--- src/rtl/mem_arbiter_n_pkg.sv ---
// Shared definitions for the N-port memory request arbiter: op codes,
// controller states, message lengths and the request message packer.
package mem_arbiter_n_pkg;

  typedef enum logic [1:0] {
    OP_IDLE  = 2'b00,
    OP_READ  = 2'b01,
    OP_WRITE = 2'b10
  } op_t;

  typedef enum logic [1:0] {
    IDLE,
    SEND,
    WAIT,
    DONE
  } state_t;

  localparam int unsigned REQ_LEN_READ  = 5;
  localparam int unsigned REQ_LEN_WRITE = 9;
  localparam int unsigned RSP_LEN_READ  = 4;
  localparam int unsigned RSP_LEN_WRITE = 1;

  // Minimum message width needed for the largest (write) request
  localparam int unsigned REQ_MSG_W = 72;

  // Build the little-endian request message: opcode byte, 4 address bytes,
  // and 4 data bytes for writes only; every unused bit stays zero.
  function automatic logic [REQ_MSG_W-1:0] pack_req(
    input op_t         op,
    input logic [3:0]  mask,
    input logic [31:0] addr,
    input logic [31:0] data
  );
    logic [REQ_MSG_W-1:0] m;
    m        = '0;
    m[7:0]   = {mask, 2'b00, op};
    m[39:8]  = addr;
    if (op == OP_WRITE) begin
      m[71:40] = data;
    end
    return m;
  endfunction

endpackage

--- src/rtl/mem_arbiter_n_rr_picker.sv ---
// Combinational round-robin selector: returns the first requesting port
// found when searching rr_ptr, rr_ptr+1, ... modulo PORTS.
module mem_arbiter_n_rr_picker
  import mem_arbiter_n_pkg::*;
#(
  parameter int unsigned PORTS = 2,
  parameter int unsigned PTR_W = 1
) (
  input  logic [PORTS-1:0] req,
  input  logic [PTR_W-1:0] rr_ptr,
  output logic [PTR_W-1:0] grant,
  output logic             any_valid
);

  int unsigned idx;

  // Scan from the farthest offset down so the port nearest rr_ptr wins last
  always_comb begin
    grant     = '0;
    any_valid = 1'b0;
    idx       = 0;
    for (int unsigned off = 0; off < PORTS; off++) begin
      idx = (32'(rr_ptr) + PORTS - 1 - off) % PORTS;
      if (req[idx[PTR_W-1:0]]) begin
        grant     = idx[PTR_W-1:0];
        any_valid = 1'b1;
      end
    end
  end

endmodule

--- src/rtl/mem_arbiter_n.sv ---
// N-port memory request arbiter: grants one requester at a time in
// round-robin order, packs the request into one channel message, waits for
// the host reply (optionally re-sending on timeout) and returns the result.
module mem_arbiter_n
  import mem_arbiter_n_pkg::*;
#(
  parameter int unsigned PORTS        = 2,
  parameter int unsigned ADDR_W       = 32,
  parameter int unsigned DATA_W       = 32,
  parameter int unsigned MSG_BIT      = 72,
  parameter int unsigned LEN_W        = 5,
  parameter int unsigned RETRY_CYCLES = 0
) (
  input  logic                     clk,
  input  logic                     rst,
  input  logic [2*PORTS-1:0]       rw_flag,
  input  logic [ADDR_W*PORTS-1:0]  addr,
  input  logic [DATA_W*PORTS-1:0]  write_data,
  input  logic [4*PORTS-1:0]       write_mask,
  output logic [DATA_W*PORTS-1:0]  read_data,
  output logic [PORTS-1:0]         busy,
  output logic [PORTS-1:0]         done,
  output logic                     comm_write_flag,
  output logic [MSG_BIT-1:0]       comm_write_data,
  output logic [LEN_W-1:0]         comm_write_length,
  input  logic                     comm_writable,
  output logic                     comm_read_flag,
  input  logic [MSG_BIT-1:0]       comm_read_data,
  input  logic [LEN_W-1:0]         comm_read_length,
  input  logic                     comm_readable
);

  localparam int unsigned PTR_W = (PORTS > 1) ? $clog2(PORTS) : 1;
  localparam int unsigned TMR_W = (RETRY_CYCLES > 1) ? $clog2(RETRY_CYCLES) : 1;

  state_t                         state_q, state_d;
  logic [PTR_W-1:0]               port_q, port_d;
  op_t                            op_q, op_d;
  logic [MSG_BIT-1:0]             msg_q, msg_d;
  logic [LEN_W-1:0]               len_q, len_d;
  logic [PORTS-1:0]               busy_q, busy_d;
  logic [PORTS-1:0]               done_q, done_d;
  logic [PTR_W-1:0]               rr_ptr_q, rr_ptr_d;
  logic [TMR_W-1:0]               timer_q, timer_d;
  logic [PORTS-1:0][DATA_W-1:0]   read_data_q, read_data_d;

  logic [PORTS-1:0]               req_vec;
  logic [PTR_W-1:0]               grant;
  logic                           any_valid;
  logic [1:0]                     sel_rw;
  logic [ADDR_W-1:0]              sel_addr;
  logic [DATA_W-1:0]              sel_data;
  logic [3:0]                     sel_mask;
  logic [LEN_W-1:0]               rsp_len;
  logic                           unused_rsp_bits;

  assign unused_rsp_bits = ^comm_read_data[MSG_BIT-1:32];

  // Only read and write codes count as requests; 11 is treated as idle
  always_comb begin
    req_vec = '0;
    for (int unsigned i = 0; i < PORTS; i++) begin
      req_vec[i] = (rw_flag[i*2 +: 2] == OP_READ) || (rw_flag[i*2 +: 2] == OP_WRITE);
    end
  end

  mem_arbiter_n_rr_picker #(
    .PORTS (PORTS),
    .PTR_W (PTR_W)
  ) u_picker (
    .req       (req_vec),
    .rr_ptr    (rr_ptr_q),
    .grant     (grant),
    .any_valid (any_valid)
  );

  // Mux the granted port's request fields
  always_comb begin
    sel_rw   = '0;
    sel_addr = '0;
    sel_data = '0;
    sel_mask = '0;
    for (int unsigned i = 0; i < PORTS; i++) begin
      if (grant == PTR_W'(i)) begin
        sel_rw   = rw_flag[i*2 +: 2];
        sel_addr = addr[i*ADDR_W +: ADDR_W];
        sel_data = write_data[i*DATA_W +: DATA_W];
        sel_mask = write_mask[i*4 +: 4];
      end
    end
  end

  assign rsp_len = (op_q == OP_READ) ? LEN_W'(RSP_LEN_READ) : LEN_W'(RSP_LEN_WRITE);

  // Next-state logic for the grant / send / wait / done sequence
  always_comb begin
    state_d     = state_q;
    port_d      = port_q;
    op_d        = op_q;
    msg_d       = msg_q;
    len_d       = len_q;
    busy_d      = busy_q;
    done_d      = '0;
    rr_ptr_d    = rr_ptr_q;
    timer_d     = timer_q;
    read_data_d = read_data_q;
    unique case (state_q)
      IDLE: begin
        if (any_valid) begin
          port_d        = grant;
          op_d          = op_t'(sel_rw);
          msg_d         = MSG_BIT'(pack_req(op_t'(sel_rw), sel_mask, 32'(sel_addr), 32'(sel_data)));
          len_d         = (sel_rw == OP_WRITE) ? LEN_W'(REQ_LEN_WRITE) : LEN_W'(REQ_LEN_READ);
          busy_d        = '0;
          busy_d[grant] = 1'b1;
          state_d       = SEND;
        end
      end
      SEND: begin
        if (comm_writable) begin
          timer_d = '0;
          state_d = WAIT;
        end
      end
      WAIT: begin
        timer_d = timer_q + 1'b1;
        if (comm_readable) begin
          // Wrong-length replies are popped and dropped; a pop also
          // suppresses any retry due in the same cycle
          if (comm_read_length == rsp_len) begin
            done_d[port_q] = 1'b1;
            state_d        = DONE;
            if (op_q == OP_READ) begin
              read_data_d[port_q] = DATA_W'(comm_read_data[31:0]);
            end
          end
        end else if ((RETRY_CYCLES > 0) && (timer_q == TMR_W'(RETRY_CYCLES - 1))) begin
          state_d = SEND;
        end
      end
      DONE: begin
        busy_d   = '0;
        rr_ptr_d = (port_q == PTR_W'(PORTS - 1)) ? '0 : port_q + 1'b1;
        state_d  = IDLE;
      end
      default: state_d = IDLE;
    endcase
  end

  // State and output registers; reset abandons any in-flight request
  always_ff @(posedge clk or negedge rst) begin
    if (!rst) begin
      state_q     <= IDLE;
      port_q      <= '0;
      op_q        <= OP_IDLE;
      msg_q       <= '0;
      len_q       <= '0;
      busy_q      <= '0;
      done_q      <= '0;
      rr_ptr_q    <= '0;
      timer_q     <= '0;
      read_data_q <= '0;
    end else begin
      state_q     <= state_d;
      port_q      <= port_d;
      op_q        <= op_d;
      msg_q       <= msg_d;
      len_q       <= len_d;
      busy_q      <= busy_d;
      done_q      <= done_d;
      rr_ptr_q    <= rr_ptr_d;
      timer_q     <= timer_d;
      read_data_q <= read_data_d;
    end
  end

  // Push/pop strobes qualify the registered state with the channel's
  // same-cycle ready signals so each transfer is exactly one cycle long
  assign comm_write_flag   = (state_q == SEND) && comm_writable;
  assign comm_read_flag    = (state_q == WAIT) && comm_readable;
  assign comm_write_data   = msg_q;
  assign comm_write_length = len_q;
  assign busy              = busy_q;
  assign done              = done_q;
  assign read_data         = read_data_q;

endmodule

--- config.mk ---
export PLATFORM = sky130hd
export DESIGN_NAME = mem_arbiter_n
export DESIGN_NICKNAME = d
export VERILOG_FILES = /design/src/rtl/mem_arbiter_n_pkg.sv /design/src/rtl/mem_arbiter_n_rr_picker.sv /design/src/rtl/mem_arbiter_n.sv
export SDC_FILE = /design/constraint.sdc
export NUM_CORES = 1
export LEC_CHECK = 0
export BUFFER_PORTS_ARGS = -buffer_cell sky130_fd_sc_hd__buf_2
export CAP_MARGIN = 30
export CORE_MARGIN = 2
export CORE_UTILIZATION = 31
export DETAILED_ROUTE_END_ITERATION = 16
export GPL_TIMING_DRIVEN = 0
export PLACE_DENSITY = 0.67
export RECOVER_POWER = 100
export REMOVE_ABC_BUFFERS = 1
export SYNTH_ARGS = -nofsm -noshare
export SYNTH_HDL_FRONTEND = slang
export SYNTH_HIERARCHICAL = 1
export SYNTH_SLANG_ARGS = --single-unit
--- constraint.sdc ---
create_clock -name clk -period 2.2 [get_ports clk]
set_clock_uncertainty 0.05 [all_clocks]
set_input_delay 0.33 -clock clk [delete_from_list [all_inputs] [get_ports clk]]
set_output_delay 0.33 -clock clk [all_outputs]
set_load 0.1 [all_outputs]
==> results by group <==
Outcome
  – Status: finished clean

GRT
  – Initial antenna violation count: 0
  – GRT Total Usage: 15.06%
  – First-pass GRT wire length: 25.67 mm
  – Largest net degree at the start of global routing: 88
  – Met1 usage: 19.35%
  – Met3 Usage GRT: 4.348%
  – Met2 Track Usage GR: 24.60%
  – Vias in the first global route: 4965
  – Grt peak-use layer: met2
  – GRT overflow: 0

Power
  – Sw frac: 57.52%
  – Power Internal: 0.006409 W
  – Sequential power share: 25.6%
  – Logic pwr share: 55.8%
  – Switching power total: 0.008680 W
  – PwrDens: 1685 nW/µm²
  – Static leakage: 4.805 nW
  – Clock Power Share: 18.5%
  – Worst VDD drop: 1212 µV

Setup path
  – CP arrival: 2.35 ns
  – Buf/Inv on CP: 4
  – Max incr delay on CP: 0.42 ns
  – Worst R2R Start: state_q[0]
  – Critical Path Start Type: flop
  – CP max FO: 4
  – RR Endpoint: read_data[9]
  – Crit-path slowest cell: dfrtp_1
  – R2R depth: 8
  – Critical path data required time: 2.44 ns
  – CP Cell Sequence: inv_2, ha_1, inv_1, or2_4, nor4b_4, buf_6, clkbuf_1, mux2_2
  – Crit path capture type: flop
  – R2R Setup Slk: 0.09 ns
  – Worst path top cell family by delay: simple AND/OR/NAND/NOR gates
  – Worst setup path class: reg -> reg

Logic synthesis
  – Post-synth top flop: dfrtp_1
  – Seq cells post-synth: 145
  – Yosys top cell area share: 57.40%
  – Cell taking the most area after synthesis: dfrtp_1
  – Area of the mapped netlist: 6321 µm²
  – Synth top cells by count: 145 x dfrtp_1, 73 x nand2_1, 72 x mux2i_1
  – Post-synth EDFFs: 0
  – Post-synthesis cell type count: 33
  – Top-count cell post-synth: dfrtp_1
  – Post-Synthesis Cells: 508
  – Avg Inst Size Synth: 12.44 µm²
  – Seq/Total Area, Yosys: 57.40%
  – Top post-synthesis cells by area: dfrtp_1 57%, mux2i_1 11%, mux2_2 11%
  – FFs w/ async S/R, synth: 100.0%
  – Yosys warning count: 6

Layout
  – Layout cells sized above 1: 52.01%
  – Antenna fix cells: 0
  – Fin util: 44.54%
  – Fill cells: 1851
  – Multi-input logic area: 2535 µm²
  – Fin area: 8954 µm²
  – Synth-to-Final Area Change: 41.65%
  – Seq. cell area: 3628 µm²
  – Fin nets: 1057

STA
  – Fin crit share: 95.86%
  – Relative slew margins: 47.43%
  – Unrepaired setup endpoints after global routing: no
  – Fmax: 474.2 MHz
  – Final hold vios: 0
  – Actual slew at the worst max-slew pin: 0.7885 ns
  – Max-slew violations: 0
  – Setup violators final: 0
  – Worst slack on hold paths: 0.09394 ns
  – Fin crit period: 2.109 ns

Routing
  – 1st-iter DRT viols: 132
  – Residual DRC count: 0
  – WL per Instance: 14.45 µm
  – Drt first pass iters: 4
  – Vias per inst: 4.442
  – Routed via count: 4948
  – Antenna viol nets, final: 0
  – Total wire length: 16.10 mm

Place
  – Dpl hpwl: 12.40 mm
  – Placed Area: 8347 µm²
  – PortBufs: 323
  – Gp weighted congestion: 0.7976

Clocking
  – Root Buffer: clkbuf_16
  – TritonCTS clock tree: built
  – Clock transition at path regs: 0.07 ns
  – Worst-skew pair later-pin latency: 0.41 ns
  – TritonCTS Buffers: 17
  – Deepest clock path buffer count: 2
  – Sink Count: 145
  – CTS H-tree depth: 4

Worst hold path
  – Hold Crit Class: in -> reg
  – WHS Path Cells: 2
  – Hold worst-path end: read_data[5]
  – Min-delay src: comm_read_data[5]

Floorplan
  – Die width: 146.8 µm
  – I/O pin cnt: 368
  – DIE AREA: 21550 µm²
  – Core area: 20100 µm²
  – Row count: 52
  – Initial Utilization: 31.44%
  – Die Y-Extent: 146.8 µm

Flow run
  – Max cap viols: 0
## metrics by stage
stage	TNS, ns	cells	setup WS [ns]	total power (W)
after detailed placement	-25.05	1077	-0.6644	0.01238
after global routing	0	1114	0.007933	0.01581
final	0	1114	0.09113	0.01509
after floorplan	-456.11	474	-7.027	0.01087
after CTS	0	1113	0.002959	0.01529
after global placement	-882.29	1067	-11.66	0.01148
## cell families (layout without fill, tap and decap cells)
family	count (synthesis)	after routing	share of synthesized area (%)
AOI/OAI and AO/OA	82	82	8.195
xor gates and xnor gates	2	2	0.2772
adders and majority gates	4	4	0.7918
buffers and inverters	45	378	3.444
DFF	145	145	57.40
muxes	138	138	23.16
other	1	4	0.05933
and+or+nand+nor	91	91	6.670
## flip-flops by register name, summed over array words and instances, names as in the netlist
signal / count
busy: 2
comm_write_data: 69
comm_write_length: 3
done: 2
op_q: 1
port_q: 1
read_data: 64
rr_ptr_q: 1
state_q: 2
## layer usage
metal  part of all wire, %  up-vias  wire [µm]
met5                     0        -          0
met4                   1.2        0        187
met3                   8.3       13       1341
met2                    46      237       7451
met1                    44     2268       7118
li1                      -     2430          -
## power by group through the flow
stage	logic, W	registers [W]	clock network [W]
floorplan	0.00171	0.00916	0
global placement	0.00773	0.00376	0
detailed placement	0.00852	0.00387	0
CTS	0.00854	0.00384	0.00290
global route	0.00881	0.00397	0.00302
finish	0.00842	0.00387	0.00280
## final cells by class
| type | instances | area share [%] |
|---|---|---|
| sequential | 145 | 40.53 |
| clock inverter | 14 | 1.579 |
| timing repair buffer | 339 | 20.72 |
| inverter | 8 | 0.3354 |
| clock buffer | 17 | 4.751 |
| tap | 270 | 3.773 |
| multi-input combinational | 321 | 28.31 |
## worst max-delay path by stage
stage,startpoint,endpoint,cells after the start
finish,state_q[0],read_data[9],8
global route,state_q[0],read_data[9],8
CTS,state_q[0],read_data[44],8
detailed placement,comm_read_length[1],read_data[12],7
global placement,rw_flag[2],comm_write_length[2],5
floorplan,rw_flag[3],comm_write_length[2],4
## placed cells by master (no fill, tap or decap), types with 2 or more instances in the layout
| cell | count |
|---|---|
| a21oi_1 | 2 |
| a22o_1 | 2 |
| buf_12 | 4 |
| buf_16 | 2 |
| buf_2 | 178 |
| buf_4 | 2 |
| buf_6 | 4 |
| buf_8 | 2 |
| clkbuf_1 | 3 |
| clkbuf_16 | 17 |
| clkbuf_2 | 142 |
| clkinvlp_4 | 3 |
| conb_1 | 4 |
| dfrtp_1 | 145 |
| ha_1 | 3 |
| inv_1 | 7 |
| inv_6 | 6 |
| inv_8 | 2 |
| mux2_1 | 3 |
| mux2_2 | 63 |
| mux2i_1 | 71 |
| nand2_1 | 72 |
| nand2b_1 | 2 |
| nor2b_1 | 4 |
| nor3_1 | 2 |
| nor3b_1 | 2 |
| o21ai_0 | 39 |
| o2bb2ai_1 | 2 |
| o31ai_1 | 32 |
| xor2_1 | 2 |
## repair_timing
action | 4_1_cts | 5_1_grt
gates resized for setup | 7 | 2
gates cloned | 0 | 0
hold endpoints to repair | 59 | 0
pin swaps | 2 | 2
setup buffers | 4 | 1
hold buffers | 1 | 0
setup endpoints to repair | 48 | 40
(Power assumes the default switching activity.)
